===== src/rtl/vga_rx_capture.sv =====
// Receive-side VGA capture: locks a local column/row counter to incoming sync
// leading edges, emits a per-pixel valid stream and per-frame lit-pixel counts.
module vga_rx_capture #(
  parameter int   H_DISP   = 640,
  parameter int   H_FP     = 16,
  parameter int   H_SYNC   = 96,
  parameter int   H_BP     = 48,
  parameter int   V_DISP   = 480,
  parameter int   V_FP     = 10,
  parameter int   V_SYNC   = 2,
  parameter int   V_BP     = 33,
  parameter logic SYNC_POL = 1'b1
) (
  input  logic        clk,
  input  logic        reset,
  input  logic        enable,
  input  logic        p_tick,
  input  logic        hsync,
  input  logic        vsync,
  input  logic        rgb,
  output logic        pix_valid,
  output logic [9:0]  pix_x,
  output logic [9:0]  pix_y,
  output logic        pix_rgb,
  output logic        frame_start,
  output logic        locked,
  output logic        sync_err,
  output logic [18:0] lit_count,
  output logic        lit_valid
);

  localparam int H_TOT = H_DISP + H_FP + H_SYNC + H_BP;
  localparam int V_TOT = V_DISP + V_FP + V_SYNC + V_BP;

  localparam logic [9:0] H_LAST     = 10'(H_TOT - 1);
  localparam logic [9:0] V_LAST     = 10'(V_TOT - 1);
  localparam logic [9:0] H_START    = 10'(H_DISP + H_FP);
  localparam logic [9:0] V_START    = 10'(V_DISP + V_FP);
  localparam logic [9:0] H_VIS      = 10'(H_DISP);
  localparam logic [9:0] V_VIS      = 10'(V_DISP);
  localparam logic [9:0] H_VIS_LAST = 10'(H_DISP - 1);
  localparam logic [9:0] V_VIS_LAST = 10'(V_DISP - 1);

  logic [9:0]  hcnt_reg, vcnt_reg;
  logic        hs_prev_reg, vs_prev_reg;
  logic        h_seen_reg, v_seen_reg;
  logic        h_lock_reg, v_lock_reg;
  logic [18:0] acc_reg;
  logic        armed_reg;

  logic        sample, hle, vle, h_wrap;
  logic [9:0]  h_pred, v_pred, hcnt_next, vcnt_next;
  logic        h_err, v_err;
  logic        h_lock_next, v_lock_next, lock_next;
  logic        vis, first_pix, last_pix, armed_eff, lit_fire;
  logic [18:0] acc_base, acc_sum, acc_next;
  logic        armed_next;

  always_comb begin
    sample    = enable & p_tick;
    hle       = (hsync == SYNC_POL) & (hs_prev_reg != SYNC_POL);
    vle       = (vsync == SYNC_POL) & (vs_prev_reg != SYNC_POL);

    h_pred    = (hcnt_reg == H_LAST) ? 10'd0 : hcnt_reg + 10'd1;
    // A sync edge overrides the wrap, so the row only advances on a true 799->0.
    h_wrap    = (hcnt_reg == H_LAST) & ~hle;
    if (h_wrap) v_pred = (vcnt_reg == V_LAST) ? 10'd0 : vcnt_reg + 10'd1;
    else        v_pred = vcnt_reg;

    hcnt_next = hle ? H_START : h_pred;
    vcnt_next = vle ? V_START : v_pred;

    h_err     = hle & h_seen_reg & (h_pred != H_START);
    v_err     = vle & v_seen_reg & (v_pred != V_START);

    h_lock_next = h_lock_reg;
    if (hle & h_seen_reg) h_lock_next = ~h_err;
    v_lock_next = v_lock_reg;
    if (vle & v_seen_reg) v_lock_next = ~v_err;
    if (h_err)            v_lock_next = 1'b0;
    lock_next = h_lock_next & v_lock_next;

    vis       = lock_next & (hcnt_next < H_VIS) & (vcnt_next < V_VIS);
    first_pix = vis & (hcnt_next == 10'd0) & (vcnt_next == 10'd0);
    last_pix  = vis & (hcnt_next == H_VIS_LAST) & (vcnt_next == V_VIS_LAST);

    // Counting only starts at a frame origin seen under lock, so a frame in
    // which lock was (re)gained part-way through is never reported.
    armed_eff = armed_reg | first_pix;
    acc_base  = first_pix ? 19'd0 : acc_reg;
    acc_sum   = acc_base + 19'(rgb);
    lit_fire  = last_pix & armed_eff;

    acc_next   = acc_reg;
    armed_next = armed_reg;
    if (!lock_next) begin
      acc_next   = 19'd0;
      armed_next = 1'b0;
    end else if (vis & armed_eff) begin
      acc_next   = last_pix ? 19'd0 : acc_sum;
      armed_next = 1'b1;
    end
  end

  always_ff @(posedge clk or negedge reset) begin
    if (!reset) begin
      hcnt_reg    <= '0;
      vcnt_reg    <= '0;
      hs_prev_reg <= ~SYNC_POL;
      vs_prev_reg <= ~SYNC_POL;
      h_seen_reg  <= 1'b0;
      v_seen_reg  <= 1'b0;
      h_lock_reg  <= 1'b0;
      v_lock_reg  <= 1'b0;
      acc_reg     <= '0;
      armed_reg   <= 1'b0;
      pix_valid   <= 1'b0;
      pix_x       <= '0;
      pix_y       <= '0;
      pix_rgb     <= 1'b0;
      frame_start <= 1'b0;
      locked      <= 1'b0;
      sync_err    <= 1'b0;
      lit_count   <= '0;
      lit_valid   <= 1'b0;
    end else begin
      pix_valid   <= 1'b0;
      frame_start <= 1'b0;
      sync_err    <= 1'b0;
      lit_valid   <= 1'b0;
      if (sample) begin
        hcnt_reg    <= hcnt_next;
        vcnt_reg    <= vcnt_next;
        hs_prev_reg <= hsync;
        vs_prev_reg <= vsync;
        h_seen_reg  <= h_seen_reg | hle;
        v_seen_reg  <= v_seen_reg | vle;
        h_lock_reg  <= h_lock_next;
        v_lock_reg  <= v_lock_next;
        acc_reg     <= acc_next;
        armed_reg   <= armed_next;
        pix_valid   <= vis;
        pix_x       <= hcnt_next;
        pix_y       <= vcnt_next;
        pix_rgb     <= rgb;
        frame_start <= first_pix;
        locked      <= lock_next;
        sync_err    <= h_err | v_err;
        lit_valid   <= lit_fire;
        if (lit_fire) lit_count <= acc_sum;
      end
    end
  end

endmodule


===== config.mk =====
export PLATFORM = sky130hd
export DESIGN_NAME = vga_rx_capture
export DESIGN_NICKNAME = d
export VERILOG_FILES = /design/src/rtl/vga_rx_capture.sv
export SDC_FILE = /design/constraint.sdc
export NUM_CORES = 1
export LEC_CHECK = 0
export BUFFER_PORTS_ARGS = -buffer_cell sky130_fd_sc_hd__buf_2
export CAP_MARGIN = 20
export CORE_MARGIN = 1
export CORE_UTILIZATION = 40
export CTS_CLUSTER_DIAMETER = 200
export DETAILED_ROUTE_END_ITERATION = 6
export GPL_TIMING_DRIVEN = 0
export PLACE_DENSITY_LB_ADDON = 0.15
export SYNTH_ARGS = -nofsm -noshare
export SYNTH_HDL_FRONTEND = slang
export SYNTH_SLANG_ARGS = --single-unit

===== constraint.sdc =====
create_clock -name clk -period 3.9 [get_ports clk]
set_clock_uncertainty 0.05 [all_clocks]
set_input_delay 0.975 -clock clk [delete_from_list [all_inputs] [get_ports clk]]
set_output_delay 0.975 -clock clk [all_outputs]
set_load 0.05 [all_outputs]

==> results.yml <==
outcome:
  outcome: "finished clean"
yosys:
  avgSynthCellArea_um2: 8.76
  syn_nets: 536
  synth_most_common_cell: "dfrtp_1"
  synthTopCellsByCount: "dfrtp_1 (71), nand2_1 (62), a21oi_1 (49)"
  yosys_warnings: 0
  ys_seq_area_frac: 0.387
  synth.area.top_cells: "dfrtp_1 (39%), a21oi_1 (5.3%), nand2_1 (5.1%)"
  synth_edf_count: 0
  ys.flop_type: "dfrtp_1"
  ys_types: 68
  synth.top_cell.area_share: 0.387
  postSynthCellCount: 524
  netlist_area_um2: 4590
  yosys.area.top_type: "dfrtp_1"
  async_flop_share: 1.00
  ys_ff_latch: 71
pwr:
  vdd_drop_max_uv: 302
  p_int_mw: 1.41
  p_total_mw: 2.02
  clock_power_share: 0.415
  switching_share: 0.302
  p_per_area_nw_per_um2: 333
  leakage_nw: 2.76
  switchingPower_uw: 609
  combPwrFrac: 0.192
  pwr-share-seq: 0.393
cells_and_area:
  final_nets: 642
  synthToLayoutAreaGrowth_pct: 32.0
  diodes: 0
  fillers: 977
  stdcell_count: 775
  final_util: 0.549
  drive_gt1_frac: 0.348
floorplan:
  die_area_um2: 11900
  start_util: 0.416
  coreArea_um2: 11000
  fp.dieH_um: 109
  die_x_um: 109
  num_rows: 38
  io_pins: 52
detailed_routing:
  wl_um: 13600
  post_drt_wl_per_cell_um: 17.6
  vias: 4532
  drtIter0Drc: 301
  post-route-drc-count: 0
  dr.pass1.iters: 5
  ant_nets: 0
  viasPerCell: 5.85
global_route:
  grt_pass1_wl_um: 21600
  antenna_found_initial: 0
  overflow: 0
  grtUsageTotal: 0.240
  grt_pass1_vias: 4290
  grt_max_degree: 59
clock_tree:
  clkLatencyLatePin_ns: 0.35
  cts_root_buf: "clkbuf_16"
  h-tree-depth: 3
  ctsHoldBuffers: 0
  numClockSinks: 71
  cts.clk_slew.worst_paths_ns: 0.06
  cts_buffer_depth: 2
  cts_tree: "built"
  numCtsBuffers: 9
placement:
  gp_congestion: 0.887
  dp_hpwl_um: 9180
  port_buffers: 51
  place_inst: 716
worst_setup_path:
  cp.arrival_ns: 4.02
  r2r_start: "hcnt_reg[0]$_DFFE_PN0P_"
  r2r_setup_slack_ns: 0.06
  r2r-end: "lit_count[14]$_DFFE_PN0P_"
  critPathRequiredTime_ns: 4.08
  worstSetupEndpointType: "flop"
  worstSetupPathType: "reg -> reg"
  crit_fanout: 8
  r2r_cells: 20
  critPathLaunchType: "flop"
sta:
  slew_headroom: 0.447
  min_period_ns: 3.84
  finalHoldViolCount: 0
  rsz0062_at_grt: "true"
  worstMarginPinSlew_ns: 0.819
  max_freq_mhz: 260
  min_period_over_period: 0.985
  slew_violations: 0
  setup_viol: 0
min_path:
  holdPathEnd: "lit_count[0]$_DFFE_PN0P_"
  hold_depth: 2
  hold_start: "lit_count[0]$_DFFE_PN0P_"
  hold_path_class: "reg -> reg"
run:
  max_cap_viol_count: 0
[cell usage in the layout, fill, tap and decap left out, drive strengths merged, types with 5 or more instances in the layout]
cell type,n
ha,5
nor3b,5
a21oi,49
xnor2,8
nor2,37
a22o,6
inv,12
o21ai,37
mux2,18
nand3,24
a31oi,9
nand4,11
nor3,10
nand2b,14
a21o,17
o31ai,6
nand2,62
and3,13
and4,6
or2,9
dfrtp,71
buf,110
clkbuf,28
[cell type report]
class | instances | area [um^2] | area share
multi-input cells | 409 | 2890 | 0.477
flip-flops and latches | 71 | 1800 | 0.296
repair buffers | 97 | 656 | 0.108
clock buffers | 11 | 243 | 0.0401
plain buffers | 30 | 193 | 0.0318
well taps | 140 | 175 | 0.0289
clock inverters | 5 | 57.6 | 0.00950
inverters | 12 | 47.5 | 0.00785
[worst max-delay path: stages, from the launching register on]
cell      delay (ns)
dfrtp_4         0.51
ha_4            0.17
and4_4          0.17
buf_6           0.13
and4_1          0.20
buf_6           0.14
a211o_1         0.25
a21boi_1        0.15
and4_1          0.26
nand4b_1        0.19
and2_4          0.20
ha_4            0.16
ha_4            0.15
and3_4          0.15
nand3_4         0.10
nor2_4          0.05
and2_4          0.15
and3_4          0.15
nand2b_4        0.07
a21oi_2         0.05
mux2_4          0.26
[metal layers]
metal / wire length, um / part of all wire / global-route usage / vias up
met5: 0 / 0 / 0 / -
li1: - / - / - / 2141
met2: 6620 / 0.49 / 0.398 / 184
met3: 820 / 0.060 / 0.0490 / 27
met1: 5860 / 0.43 / 0.302 / 2180
met4: 325 / 0.024 / 0.100 / 0
[worst max path at each step]
| stage | start | end |
|---|---|---|
| detailed placement | hsync | lit_count[18]$_DFFE_PN0P_ |
| CTS | hcnt_reg[1]$_DFFE_PN0P_ | lit_count[14]$_DFFE_PN0P_ |
| global route | hcnt_reg[6]$_DFFE_PN0P_ | lit_count[14]$_DFFE_PN0P_ |
| finish | hcnt_reg[0]$_DFFE_PN0P_ | lit_count[14]$_DFFE_PN0P_ |
| floorplan | hcnt_reg[0]$_DFFE_PN0P_ | lit_count[14]$_DFFE_PN0P_ |
| global placement | hsync | lit_count[18]$_DFFE_PN0P_ |
[power by group through the flow]
stage	combinational [mW]	clock (mW)	sequential [mW]
6_report	0.387	0.839	0.794
5_1_grt	0.416	0.897	0.798
4_1_cts	0.361	0.859	0.793
3_5_place_dp	0.322	0	0.813
3_3_place_gp	0.316	0	0.813
2_1_floorplan	0.153	0	0.877
[cell families (layout without fill, tap and decap cells)]
group / Yosys count / after routing / synth area share
AOI/OAI and AO/OA: 152 / 152 / 0.207
muxes: 20 / 20 / 0.0551
and+or+nand+nor: 222 / 222 / 0.275
buffers and inverters: 44 / 155 / 0.0423
xor gates and xnor gates: 10 / 10 / 0.0191
DFF: 71 / 71 / 0.387
adders and majority gates: 5 / 5 / 0.0136
[stage by stage]
stage	instance area, um^2	setup TNS (ns)	worst slack (ns)	hold WS, ns
floorplan	4720	-0.0333	-0.0333	0.403
global placement	5150	-12.38	-0.692	0.399
global route	6060	-0.965	-0.0968	0.423
CTS	5780	0	0.00538	0.414
finish	6060	0	0.0584	0.411
detailed placement	5180	-13.58	-0.734	0.402
[what timing repair did]
action	in CTS	in global routing
cloned	0	3
pin swaps	12	21
setup buffers	29	14
endpoints found under the setup margin	30	33
gates resized for setup	19	31
Note: power is estimated with default switching activity, not from simulation.
